### src/rtl/write_to_ddr3.sv
// Avalon-MM burst write master: drains the pixel FIFO into two DDR3 frame buffers,
// owns the buffer full flags, and offers a single-word test write between frames.
module write_to_ddr3 #(
  parameter int IMAGE_WIDTH  = 1280,
  parameter int IMAGE_HEIGHT = 1024,
  parameter int BURST_LEN    = 4
) (
  input  logic         ddr3_clk,
  input  logic         ddr3_reset_n,
  input  logic [25:0]  ddr3_buffer0_offset,
  input  logic [25:0]  ddr3_buffer1_offset,
  input  logic         clear_buffer0,
  input  logic         clear_buffer1,
  output logic         ddr3_wr_buffer0_full,
  output logic         ddr3_wr_buffer1_full,
  input  logic [127:0] data_fifo_q,
  input  logic [9:0]   data_fifo_usedw,
  output logic         data_fifo_rd,
  input  logic         test_wr,
  input  logic [31:0]  test_addr,
  input  logic [127:0] test_wr_data,
  output logic         test_wr_done,
  input  logic         ddr3_avl_ready,
  output logic         ddr3_avl_burstbegin,
  output logic         ddr3_avl_write_req,
  output logic [2:0]   ddr3_avl_size,
  output logic [25:0]  ddr3_avl_addr,
  output logic [127:0] ddr3_avl_wdata,
  output logic [15:0]  ddr3_avl_be,
  output logic         in_frame
);
  localparam int FRAME_BURSTS = (IMAGE_WIDTH * IMAGE_HEIGHT) / (4 * BURST_LEN);
  localparam int BCW = $clog2(FRAME_BURSTS + 1);
  localparam int BTW = (BURST_LEN > 1) ? $clog2(BURST_LEN) : 1;

  typedef enum logic [1:0] {IDLE, TEST_WRITE, WAIT_DATA, WRITE_BURST} state_t;

  state_t         state;
  logic           buffer_sel;
  logic [BTW-1:0] beat;
  logic [BCW-1:0] burst_cnt;
  logic           sel_full, oth_full;
  logic           burst_end, frame_end;
  logic           set0, set1;
  logic           unused_addr_hi;

  assign unused_addr_hi = ^test_addr[31:26];

  assign sel_full  = buffer_sel ? ddr3_wr_buffer1_full : ddr3_wr_buffer0_full;
  assign oth_full  = buffer_sel ? ddr3_wr_buffer0_full : ddr3_wr_buffer1_full;
  assign burst_end = (state == WRITE_BURST) && ddr3_avl_ready && (beat == BTW'(BURST_LEN - 1));
  assign frame_end = burst_end && (burst_cnt == BCW'(FRAME_BURSTS - 1));
  assign set0      = frame_end && !buffer_sel;
  assign set1      = frame_end &&  buffer_sel;

  // Bus strobes follow state and the registered beat counter directly.
  assign ddr3_avl_write_req  = (state == TEST_WRITE) || (state == WRITE_BURST);
  assign ddr3_avl_burstbegin = (state == TEST_WRITE) || ((state == WRITE_BURST) && (beat == '0));
  assign ddr3_avl_wdata      = (state == TEST_WRITE) ? test_wr_data : data_fifo_q;
  assign data_fifo_rd        = (state == WRITE_BURST) && ddr3_avl_ready;
  assign ddr3_avl_be         = '1;

  always_ff @(posedge ddr3_clk or negedge ddr3_reset_n) begin
    if (!ddr3_reset_n) begin
      state                <= IDLE;
      buffer_sel           <= 1'b0;
      ddr3_wr_buffer0_full <= 1'b0;
      ddr3_wr_buffer1_full <= 1'b0;
      ddr3_avl_addr        <= '0;
      ddr3_avl_size        <= '0;
      beat                 <= '0;
      burst_cnt            <= '0;
      in_frame             <= 1'b0;
      test_wr_done         <= 1'b0;
    end else begin
      test_wr_done <= 1'b0;
      // A set on the final beat overrides a coincident clear.
      ddr3_wr_buffer0_full <= set0 | (ddr3_wr_buffer0_full & ~clear_buffer0);
      ddr3_wr_buffer1_full <= set1 | (ddr3_wr_buffer1_full & ~clear_buffer1);
      case (state)
        IDLE: begin
          // test_wr is still high the cycle done pulses; don't re-issue it.
          if (test_wr && !test_wr_done) begin
            ddr3_avl_addr <= test_addr[25:0];
            ddr3_avl_size <= 3'd1;
            state         <= TEST_WRITE;
          end else if (!sel_full) begin
            ddr3_avl_addr <= buffer_sel ? ddr3_buffer1_offset : ddr3_buffer0_offset;
            ddr3_avl_size <= 3'(BURST_LEN);
            burst_cnt     <= '0;
            in_frame      <= 1'b1;
            state         <= WAIT_DATA;
          end else if (!oth_full) begin
            buffer_sel <= ~buffer_sel;
          end
        end
        TEST_WRITE: begin
          if (ddr3_avl_ready) begin
            test_wr_done <= 1'b1;
            state        <= IDLE;
          end
        end
        WAIT_DATA: begin
          if (data_fifo_usedw >= 10'(BURST_LEN)) begin
            beat  <= '0;
            state <= WRITE_BURST;
          end
        end
        WRITE_BURST: begin
          if (ddr3_avl_ready) begin
            if (burst_end) begin
              beat          <= '0;
              ddr3_avl_addr <= ddr3_avl_addr + 26'(BURST_LEN);
              burst_cnt     <= burst_cnt + 1'b1;
              if (frame_end) begin
                buffer_sel <= ~buffer_sel;
                in_frame   <= 1'b0;
                state      <= IDLE;
              end else begin
                state <= WAIT_DATA;
              end
            end else begin
              beat <= beat + 1'b1;
            end
          end
        end
        default: state <= IDLE;
      endcase
    end
  end
endmodule
### config.mk
export PLATFORM = sky130hd
export DESIGN_NAME = write_to_ddr3
export DESIGN_NICKNAME = d
export VERILOG_FILES = /design/src/rtl/write_to_ddr3.sv
export SDC_FILE = /design/constraint.sdc
export NUM_CORES = 1
export LEC_CHECK = 0
export ABC_AREA = 0
export BUFFER_PORTS_ARGS = -buffer_cell sky130_fd_sc_hd__buf_4
export CORE_AREA = 2 2 206 208
export DETAILED_ROUTE_END_ITERATION = 8
export DIE_AREA = 0 0 208 210
export GPL_TIMING_DRIVEN = 0
export SYNTH_ARGS = -nofsm -noshare
export SYNTH_HDL_FRONTEND = slang
export SYNTH_SLANG_ARGS = --single-unit
### constraint.sdc
create_clock -name ddr3_clk -period 2.4 [get_ports ddr3_clk]
set_clock_uncertainty 0.15 [all_clocks]
set_input_delay 0.24 -clock ddr3_clk [delete_from_list [all_inputs] [get_ports ddr3_clk]]
set_output_delay 0.24 -clock ddr3_clk [all_outputs]
set_load 0.005 [all_outputs]
Word level (Yosys, flattened, before mapping):

Cells that the tools add are included.

* register bits: 55
* input port bits: 356
* output and inout bits: 180
* word-level logic and storage cells: 102

* add/subtract/negate cells: 3
* magnitude comparators: 1
* equal/unequal tests: 16
* muxes and demuxes: 43
* bitwise gates (word level): 7
* reductions and logical operators: 22

Operators with widths (count)
* two-way mux 26 bit: 5
* two-way mux 128 bit: 1
* two-way mux 17 bit: 4
* case mux 26 bit (2 select lines): 1
* case mux 17 bit (2 select lines): 1
* adder 26 x 3 -> 26 bit, second input constant: 1
* two-way mux 2 bit: 10
* != test 2 bit, second input constant: 9
* adder 17 x 1 -> 17 bit, second input constant: 1
* equality test 17 bit, second input constant: 1
* two-way mux 1 bit: 15
* >= comparator 10 x 3 -> 1 bit, second input constant: 1
* AND reduction 5 bit: 2
* case mux 2 bit (4 select lines): 1
* logical AND 1 bit: 7
* AND reduction 7 bit: 1
* equality test 2 bit, second input constant: 3
* two-way mux 3 bit: 2
* AND reduction 6 bit: 1
* logical NOT 2 bit: 2
* case mux 1 bit (2 select lines): 2
* case mux 2 bit (2 select lines): 1
* AND reduction 4 bit: 1
* nonzero test 2 bit: 2
* 11 further kinds: 17

Logic depth before layout (Yosys ltp):

Gate-level depths: netlist (run 1).

* word-level depth: 8
* depth in mapped cells: 8
* mapped depth without buffers: 6

Least setup slack after synthesis (run 1):

No wires, ideal clock.

* kind: register to register
* from: reg ddr3_avl_addr[2]
* to: reg ddr3_avl_addr[24]
* setup time: 0.094 ns
* arrival: 2.054 ns
* data required time: 2.156 ns
* slack: 0.102 ns
* stages on the path, launching flop included: 7
* buffers on the path: 0
* clock period less this slack: 2.298 ns
* cells stage by stage: dfrtp_1 > ha_1 > nand3_1 > or4_4 > or4_4 > mux2i_1 > a211oi_1

* cells in the longest elaborated chain, start to end: 4

Ends and longest elaborated chain
* from (decl): line 27 `output logic [25:0] ddr3_avl_addr,`
* from (signal assigned): line 84 `ddr3_avl_addr <= test_addr[25:0];`
* from (signal assigned): line 88 `ddr3_avl_addr <= buffer_sel ? ddr3_buffer1_offset : ddr3_buffer0_offset;`
* from (signal assigned): line 113 `ddr3_avl_addr <= ddr3_avl_addr + 26'(BURST_LEN);`
* adder 26 x 3 -> 26 bit: line 113
* two-way mux 26 bit: line 111 `if (burst_end) begin`
* two-way mux 26 bit: line 110 `if (ddr3_avl_ready) begin`
* case mux 26 bit (2 select lines): line 80 `case (state)`

No other way between the ends. The select of a mux whose other input is x is not followed.
A chain may end at the register's enable or synchronous reset.

Worst setup path in the final report (run 1):

* from: reg state[1]
* to: out ddr3_avl_wdata[101]

* cells in the longest elaborated chain, start to end: 2

Ends and longest elaborated chain
* from (decl): line 38 `state_t state;`
* from (signal assigned): line 65 `state <= IDLE;`
* from (signal assigned): line 86 `state <= TEST_WRITE;`
* from (signal assigned): line 92 `state <= WAIT_DATA;`
* equality test 2 x 1 -> 1 bit: line 59 `assign ddr3_avl_wdata = (state == TEST_WRITE) ? test_wr_data : data_fifo_q;`
* two-way mux 128 bit: line 59
* to (decl): line 28 `output logic [127:0] ddr3_avl_wdata,`

No other way between the ends.

==> results.json, run 1 <==
{
  "grt_pass1_vias": 6992,
  "rsz0062_at_grt": "true",
  "die_x_um": 208,
  "clock-sinks": 54,
  "yosysTopAreaCell": "mux2_2",
  "antenna_found_initial": 23,
  "vdd_drop_max_uv": 303.4,
  "grtUsageTotal_pct": 17.00,
  "fin_util_pct": 25.07,
  "drc": 0,
  "grt_start_max_net_pins": 55,
  "finalHoldViolCount": 0,
  "numPortBuffers": 510,
  "cts_inserted_buffers": 5,
  "drt-total-wl_mm": 39.09,
  "slew_headroom_pct": 44.55,
  "path_buf_inv": 5,
  "synth.area.top_cells": "mux2_2 (28%), dfrtp_1 (26%), mux2i_1 (4.8%), nor2_1 (3.7%), a21oi_1 (3.3%)",
  "design_area_mm2": 0.01040,
  "critPathArrivalTime_ns": 1.96,
  "core_mm2": 0.04148,
  "slowest_delay_ns": 0.41,
  "clk_latency_ns": 0.30,
  "synth_flop_cell": "dfrtp_1",
  "min_period_ns": 2.349,
  "clkPwrFrac_pct": 13.7,
  "slowest_stage": "dfrtp_1",
  "firstDrtPassIters": 5,
  "grt_pass1_wl_mm": 53.07,
  "p_comb_share_pct": 61.9,
  "ys_types": 60,
  "dr.first_iter.drc_count": 374,
  "synth_area_per_cell_um2": 8.886,
  "p_leak_nw": 4.831,
  "initial_core_util_pct": 12.62,
  "fin_crit_sh_pct": 97.86,
  "wl_per_cell_um": 23.27,
  "cts_tree": "done",
  "syn2layout_area_growth_pct": 98.68,
  "whs_ns": 0.06256,
  "worst_setup_path_start_kind": "flop",
  "wl_met3_mm": 3.079,
  "critPathMaxFanout": 10,
  "swShare_pct": 39.72,
  "p_int_mw": 3.893,
  "path_cells": "buf_6, nor2b_4, buf_6, clkbuf_16, clkbuf_8, mux2_2, buf_4",
  "cp.required_ns": 2.01,
  "fp.dieArea_mm2": 0.04368,
  "maxCapViolations": 0,
  "root_buffer": "clkbuf_16",
  "io_pins": 536,
  "clkTransAtPathRegs_ns": 0.08,
  "drive_above_1_share_pct": 64.13,
  "die_h_um": 210,
  "syn-cell-area_mm2": 0.005234,
  "status": "finished, final reports clean",
  "crit_top_cell": "buf_6",
  "ctsLongestPathBuffers": 2,
  "yosysWarnings": 0,
  "ys_seq_area_share_pct": 25.82,
  "grt_overflow": 0,
  "globalplace.congestion": 0.9101,
  "synthCells": 589,
  "ant_nets": 0,
  "end_kind": "output pin",
  "worst_pin_slew_ns": 0.8230,
  "pwr-share-seq_pct": 24.5,
  "setup_violations": 0,
  "routed.top_layer": "met5",
  "yosysMostFrequentCell": "mux2_2",
  "drt-vias-per-instance": 4.135,
  "fmax_mhz": 425.8,
  "path_delay_family": "buffers and inverters",
  "met2_length_mm": 20.46,
  "drv_slew": 0,
  "ys_ff_latch": 54,
  "final_nets": 1491,
  "drt-met1-wl_mm": 14.81,
  "path_class": "flop to output pin",
  "p_per_area_mw_per_mm2": 621.0,
  "synth_edf_count": 0,
  "hpwl_mm": 34.62,
  "htree_levels": 2,
  "synth-async-reset-ratio_pct": 100.0,
  "vias": 6946,
  "hold_path_class": "input port to flop",
  "yosysTopAreaCellShare_pct": 27.76,
  "rows": 75,
  "synth_common_cells": "mux2_2 (129), dfrtp_1 (54), nor2_1 (52)",
  "p_sw_mw": 2.565,
  "placed_area_mm2": 0.009793
}
-- cell type report --
| type | instances | area, um2 |
|---|---|---|
| diodes | 9 | 22.52 |
| plain buffers | 57 | 515.5 |
| clock buffers | 5 | 125.1 |
| clock inverters | 3 | 48.80 |
| fillers | 4558 | 31080 |
| inverters | 8 | 30.03 |
| multi-input cells | 483 | 3677 |
| flip-flops and latches | 54 | 1354 |
| well taps | 539 | 674.4 |
| repair buffers | 522 | 3951 |
-- per-stage QoR --
step	worst slack [ns]	power, mW	setup TNS (ns)	instances
floorplan	0.1021	3.152	0	604
global placement	-0.9730	5.266	-97.93	1653
detailed placement	-1.025	5.307	-102.32	1653
CTS	0.004809	6.449	0	1670
global route	-0.01297	6.847	-0.07158	1675
finish	0.05147	6.458	0	1680
-- routing by layer --
| metal | global-route usage [%] | vias up |
|---|---|---|
| li1 | - | 3234 |
| met1 | 19.24 | 3304 |
| met2 | 31.78 | 347 |
| met3 | 4.857 | 45 |
| met4 | 3.130 | 16 |
| met5 | 0 | - |
-- worst reg2reg max path: stages (launching register included) --
cell	delay, ns
dfrtp_1	0.43
or4b_2	0.78
o211ai_2	0.20
clkbuf_1	0.50
a21oi_1	0.14
-- state kept, by name, summed over array words and instances, names as in the netlist --
register              count
ddr3_avl_addr            26
test_wr_done              1
state                     2
buffer_sel                1
burst_cnt                17
beat                      2
ddr3_wr_buffer0_full      1
ddr3_wr_buffer1_full      1
in_frame                  1
ddr3_avl_size             2
-- cell families (layout without fill, tap and decap cells) --
family	count (synthesis)	in the layout	share of synthesized area, %
adders and majority gates	4	4	0.9563
DFF	54	54	25.82
xor gates and xnor gates	13	13	2.175
buffers and inverters	67	595	6.694
AOI/OAI and AO/OA	123	123	15.23
and+or+nand+nor	172	172	16.45
other	2	26	0.1435
muxes	154	154	32.54
-- timing repair --
item / 4_1_cts / 5_1_grt
resized for setup: 59 / 32
hold buffers: 3 / 0
pin swaps: 0 / 4
cloned: 1 / 0
setup buffers: 6 / 2
endpoints found under the setup margin: 174 / 124
hold endpoints to repair: 56 / 0
-- power by group through the flow --
stage	clock network [mW]	logic, mW	registers [mW]
2_1_floorplan	0	1.67	1.48
3_3_place_gp	0	3.70	1.57
3_5_place_dp	0	3.72	1.58
4_1_cts	0.899	3.99	1.56
5_1_grt	0.929	4.30	1.62
6_report	0.882	4.00	1.58
-- worst paths after layout --
path / from / to / slack, ns / depth (start not counted)
min in group asynchronous: ddr3_reset_n / ddr3_avl_addr[18] / 0.40 / 2
worst min register to register: ddr3_avl_size[0] / ddr3_avl_size[0] / 0.33 / 2
worst max register to register: test_wr_done / ddr3_avl_addr[14] / 0.06 / 4
worst max-delay path: state[1] / ddr3_avl_wdata[101] / 0.05 / 7
max in group asynchronous: ddr3_reset_n / ddr3_avl_addr[9] / 1.18 / 2
worst min-delay path: ddr3_avl_ready / test_wr_done / 0.06 / 2
-- cells in the final DEF (no fill, tap or decap), types with 3 or more instances in the layout --
cell / instances
a21oi_1: 35
and3_1: 7
clkbuf_16: 11
clkbuf_8: 3
o211ai_1: 3
mux2_4: 8
o41ai_1: 3
nand4_1: 13
diode_2: 9
buf_2: 6
inv_1: 8
and2_1: 5
mux2_2: 121
buf_6: 8
o22ai_1: 5
dfrtp_1: 52
nand2b_1: 4
o22a_1: 5
clkbuf_2: 6
nor2_1: 51
conb_1: 17
nand3_1: 19
or3_1: 5
nor3_1: 6
buf_4: 533
a41oi_1: 3
a22o_1: 5
clkbuf_1: 7
nor2b_1: 4
dlygate4sd3_1: 3
xor2_1: 13
a31oi_1: 7
ha_1: 3
a211oi_1: 11
mux2i_1: 24
o21ai_0: 28
nand2_1: 38
buf_8: 3
(Power assumes the default switching activity.)
==> run 2: changes to the inputs <==
--- a/config.mk
+++ b/config.mk
@@ -6,10 +6,10 @@
 export NUM_CORES = 1
 export LEC_CHECK = 0
 export ABC_AREA = 0
-export BUFFER_PORTS_ARGS = -buffer_cell sky130_fd_sc_hd__buf_4
-export CORE_AREA = 2 2 206 208
+export CORE_AREA = 2 2 210 212
 export DETAILED_ROUTE_END_ITERATION = 8
-export DIE_AREA = 0 0 208 210
+export DIE_AREA = 0 0 212 214
+export DONT_BUFFER_PORTS = 1
 export GPL_TIMING_DRIVEN = 0
 export SYNTH_ARGS = -nofsm -noshare
 export SYNTH_HDL_FRONTEND = slang
==> run 2 against run 1 <==
Wire length down 0.97%. Register-to-register slack gained 0.02 ns. Worst hold slack worse by 0.054 ns. Critical endpoint is now ddr3_avl_wdata[25]. Highest routed layer unchanged.
==> results.json, run 2 (same netlist as run 1, synthesis figures left out) <==
{
  "clkTransAtPathRegs_ns": 0.07,
  "worst_setup_path_start_kind": "flop",
  "drive_above_1_share_pct": 34.94,
  "die_h_um": 214,
  "hpwl_mm": 34.68,
  "initial_core_util_pct": 12.20,
  "p_per_area_mw_per_mm2": 751.9,
  "whs_path_depth": 2,
  "r2r_end": "ddr3_avl_addr[24]",
  "p_leak_nw": 2.339,
  "die_x_um": 212,
  "globalplace.congestion": 1.041,
  "rows": 76,
  "ctsLongestPathBuffers": 2,
  "status": "finished, final reports clean",
  "finalHoldViolCount": 0,
  "hold_path_class": "input port to flop",
  "numPortBuffers": 0,
  "htree_levels": 2,
  "io_pins": 536,
  "cts_tree": "done",
  "wl_per_cell_um": 31.84,
  "grt_start_max_net_pins": 55,
  "final.fill_count": 4843,
  "antenna_found_initial": 55,
  "drt-total-wl_mm": 38.71,
  "cp.required_ns": 2.01,
  "core_mm2": 0.04289,
  "path_class": "flop to output pin",
  "fp.dieArea_mm2": 0.04537,
  "grt_pass1_vias": 4908,
  "whs_ns": 0.008583,
  "critPathLaunch": "state[1]",
  "critPathArrivalTime_ns": 1.97,
  "fin_crit_sh_pct": 98.15,
  "min_from": "ddr3_avl_ready",
  "min_period_ns": 2.356,
  "dp_cells": 1189,
  "largest_register": "ddr3_avl_addr",
  "fmax_mhz": 424.5,
  "firstDrtPassIters": 5,
  "grtUsageTotal_pct": 16.22,
  "dr.first_iter.drc_count": 333,
  "vias": 5313,
  "vdd_drop_max_uv": 278.3,
  "final_cell_mix": "mux2_2 (126), dfrtp_1 (52), nor2_1 (51)",
  "reg_top3": "ddr3_avl_addr (26), burst_cnt (17)",
  "layout_commonest_cell": "mux2_2",
  "drt-vias-per-instance": 4.369,
  "ant_nets": 0,
  "hold_end": "state[0]",
  "slew_headroom_pct": 45.31,
  "r2r_slack_ns": 0.08,
  "drc": 0,
  "cts_inserted_buffers": 5,
  "clk_latency_ns": 0.31,
  "grt_overflow": 0,
  "reg2reg_from": "ddr3_avl_addr[2]",
  "critPathMaxFanout": 10,
  "clock-sinks": 54,
  "grt_pass1_wl_mm": 48.61,
  "setup_violations": 0,
  "worst_pin_slew_ns": 0.8117,
  "fin_util_pct": 15.25,
  "end_kind": "output pin",
  "syn2layout_area_growth_pct": 24.96,
  "largest_register_ffs": 26,
  "root_buffer": "clkbuf_16",
  "maxCapViolations": 0,
  "drv_slew": 0,
  "power_mw": 4.918,
  "worstRegToRegCells": 6,
  "rsz0062_at_grt": "true",
  "final_cells": 1216,
  "final_nets": 983
}
-- run 2: cell count changes in the layout (fill, tap and decap cells not counted), moves of 2 or more --
cell | before | now
mux2_2 | 121 | 126
a211oi_2 | 0 | 3
dlygate4sd3_1 | 3 | 7
buf_8 | 3 | 1
buf_4 | 533 | 28
diode_2 | 9 | 7
a211oi_1 | 11 | 8
clkinv_4 | 0 | 2
clkbuf_4 | 2 | 5
buf_6 | 8 | 3
clkbuf_16 | 11 | 6
mux2_4 | 8 | 3
-- run 2: worst max path at each step --
stage                    endpoint  depth (start not counted)
6_report       ddr3_avl_wdata[25]                          5
5_1_grt         ddr3_avl_addr[11]                          6
4_1_cts         ddr3_avl_addr[24]                          6
3_5_place_dp   ddr3_avl_wdata[35]                          5
3_3_place_gp   ddr3_avl_wdata[35]                          5
2_1_floorplan   ddr3_avl_addr[24]                          6
-- run 2: cell type report --
class / count / area (um2) / share of cell area, %
diodes: 7 / 17.52 / 0.2678
multi-input cells: 483 / 3684 / 56.32
clock inverters: 3 / 28.78 / 0.4400
clock buffers: 5 / 125.1 / 1.913
inverters: 8 / 30.03 / 0.4592
plain buffers: 59 / 441.7 / 6.753
repair buffers: 12 / 127.6 / 1.951
well taps: 585 / 732.0 / 11.19
flip-flops and latches: 54 / 1354 / 20.70
-- run 2: layer usage --
layer  up-vias  wire (um)  global-route usage [%]
met4        18        735                   2.277
met1      2527      15010                   19.15
met5         -        102                       0
li1       2228          -                       -
met3        95       4162                   6.348
met2       445      18710                   28.14
-- run 2: what timing repair did --
action                                  4_1_cts  5_1_grt
hold buffers                                  8        0
buffers inserted                              2        2
resized for setup                            57       22
pin swaps                                     3        4
hold endpoints to repair                     60        0
endpoints found under the setup margin      156       94
-- run 2: power by group --
part	switching [mW]	internal [mW]
registers	0.502	1.18
clock network	0.387	0.400
logic	1.36	1.08
total	2.25	2.66
-- run 2: through the flow --
| stage | setup TNS [ns] | setup WS, ns | cell area (um2) |
|---|---|---|---|
| 3_3_place_gp | -65.11 | -0.7698 | 6022 |
| 3_5_place_dp | -72.33 | -0.8395 | 6022 |
| 2_1_floorplan | 0 | 0.1021 | 5290 |
| 4_1_cts | 0 | 0.001092 | 6475 |
| 6_report | 0 | 0.04435 | 6540 |
| 5_1_grt | -0.01608 | -0.008479 | 6523 |
-- run 2: critical path, cell delays in order, from the launching register on --
cell       delay [ns]
dfrtp_1          0.39
clkbuf_4         0.22
nor2b_4          0.20
clkbuf_16        0.21
clkbuf_8         0.20
mux2_2           0.41
==> run 3: changes to the inputs <==
--- a/config.mk
+++ b/config.mk
@@ -11,6 +11,7 @@
 export DIE_AREA = 0 0 212 214
 export DONT_BUFFER_PORTS = 1
 export GPL_TIMING_DRIVEN = 0
+export MAX_ROUTING_LAYER = met4
 export SYNTH_ARGS = -nofsm -noshare
 export SYNTH_HDL_FRONTEND = slang
 export SYNTH_SLANG_ARGS = --single-unit
==> run 3 against run 2 <==
Utilization grew 0.11 points. Cell count rose by 0.58%. Cell area rose by 0.69%. Combinational power is essentially flat. Register-to-register slack about the same. First-iteration DRC count grew 22%. Sequential power about the same. Non-clock buffer count unchanged. Wire length hardly changed. Via count is the same. Critical path depth is the same. Highest routed layer is now met4.
==> results.json, run 3 (same netlist as run 1, synthesis figures left out) <==
{
  "placed_area_mm2": 0.006022,
  "ant_nets": 0,
  "cp.required_ns": 2.01,
  "critPathMaxFanout": 10,
  "clkPwrFrac_pct": 16.1,
  "drt-total-wl_mm": 38.68,
  "pwr-share-seq_pct": 34.4,
  "p_comb_share_pct": 49.5,
  "worst_pin_slew_ns": 0.6435,
  "final_cell_mix": "mux2_2 (127), dfrtp_1 (52), nor2_1 (51)",
  "path_class": "flop to output pin",
  "slew_headroom_pct": 56.71,
  "grt_overflow": 0,
  "worst_setup_path_start_kind": "flop",
  "setup_violations": 0,
  "design_area_mm2": 0.006585,
  "p_sw_mw": 2.293,
  "p_per_area_mw_per_mm2": 752.9,
  "ctsLongestPathBuffers": 2,
  "grt_pass1_vias": 4990,
  "grt_pass1_wl_mm": 48.93,
  "status": "finished, final reports clean",
  "drt-vias-per-instance": 4.344,
  "whs_ns": 0.02769,
  "rows": 76,
  "drc": 0,
  "largest_register_ffs": 26,
  "hold_path_class": "input port to flop",
  "critPathArrivalTime_ns": 1.97,
  "fin_util_pct": 15.35,
  "rsz0062_at_grt": "true",
  "die_h_um": 214,
  "drv_slew": 0,
  "swShare_pct": 46.25,
  "largest_register": "ddr3_avl_addr",
  "cts_tree": "done",
  "grtUsageTotal_pct": 16.78,
  "p_int_mw": 2.665,
  "vias": 5313,
  "antenna_found_initial": 52,
  "vdd_drop_max_uv": 390.2,
  "maxCapViolations": 0,
  "dp_cells": 1189,
  "p_leak_nw": 2.333,
  "drive_above_1_share_pct": 35.90,
  "end_kind": "output pin",
  "grt_start_max_net_pins": 55,
  "min_period_ns": 2.359,
  "io_pins": 536,
  "fmax_mhz": 423.9,
  "dr.first_iter.drc_count": 406,
  "globalplace.congestion": 1.060,
  "initial_core_util_pct": 12.20,
  "finalHoldViolCount": 0,
  "wl_per_cell_um": 31.63,
  "die_x_um": 212,
  "final.fill_count": 4802,
  "core_mm2": 0.04289,
  "firstDrtPassIters": 5,
  "final_cells": 1223,
  "clk_latency_ns": 0.32,
  "final_nets": 983,
  "reg_top3": "ddr3_avl_addr (26), burst_cnt (17)",
  "fp.dieArea_mm2": 0.04537,
  "layout_commonest_cell": "mux2_2",
  "cts_inserted_buffers": 5,
  "power_mw": 4.958,
  "dp_slack_ns": -0.8092,
  "hpwl_mm": 34.53,
  "root_buffer": "clkbuf_16",
  "fin_crit_sh_pct": 98.29,
  "finalWorstSetupSlack_ns": 0.04105,
  "syn2layout_area_growth_pct": 25.82,
  "numPortBuffers": 0,
  "htree_levels": 2,
  "clkTransAtPathRegs_ns": 0.07,
  "clock-sinks": 54,
  "finalSetupTns_ns": 0
}
## run 3: cell types whose count changed in the layout (fill, tap and decap cells not counted), moves of 2 or more
cell / delta
diode_2: +7
buf_4: -3
clkbuf_2: +2
clkbuf_4: +2
## run 3: what timing repair did
action,4_1_cts,5_1_grt
buffers inserted,3,1
setup endpoints to repair,160,35
hold endpoints to repair,61,0
gates resized for setup,58,23
hold buffers,8,0
pin swaps,5,5
## run 3: power groups by stage
| stage | clock [mW] | sequential (mW) | combinational, mW |
|---|---|---|---|
| 6_report | 0.797 | 1.71 | 2.46 |
| 5_1_grt | 0.854 | 1.77 | 2.66 |
| 4_1_cts | 0.820 | 1.70 | 2.41 |
| 3_5_place_dp | 0 | 1.70 | 2.24 |
| 3_3_place_gp | 0 | 1.69 | 2.23 |
| 2_1_floorplan | 0 | 1.48 | 1.67 |
## run 3: final timing paths
kind / start / cells past startpoint / to / slack, ns
max in group asynchronous: ddr3_reset_n / 2 / burst_cnt[10] / 1.55
worst min register to register: ddr3_avl_addr[1] / 2 / ddr3_avl_addr[1] / 0.38
worst max-delay path: state[1] / 5 / ddr3_avl_wdata[20] / 0.04
min in group asynchronous: ddr3_reset_n / 2 / ddr3_avl_addr[3] / 0.27
worst max register to register: ddr3_avl_addr[2] / 6 / ddr3_avl_addr[24] / 0.09
worst min-delay path: test_addr[25] / 2 / ddr3_avl_addr[25] / 0.03
## run 3: layout make-up
cell class	instances	area, um2	area share (%)
diodes	14	35.03	0.5320
plain buffers	59	439.2	6.669
clock buffers	5	125.1	1.900
clock inverters	3	28.78	0.4370
inverters	8	30.03	0.4560
multi-input cells	483	3714	56.39
flip-flops and latches	54	1354	20.56
well taps	585	732.0	11.12
repair buffers	12	127.6	1.938
## run 3: worst max-delay path, cell delays in order (launching register included)
cell	delay, ns
dfrtp_1	0.39
clkbuf_4	0.21
nor2b_4	0.20
clkbuf_16	0.21
clkbuf_8	0.19
mux2_2	0.42
## run 3: metal layers
layer  track usage [%]  share of wire (%)  vias up
li1                  -                  -     2231
met4             2.300                2.0        0
met1             19.46                 39     2579
met2             28.14                 48      423
met5                 -                  0        -
met3             6.216                 11       80
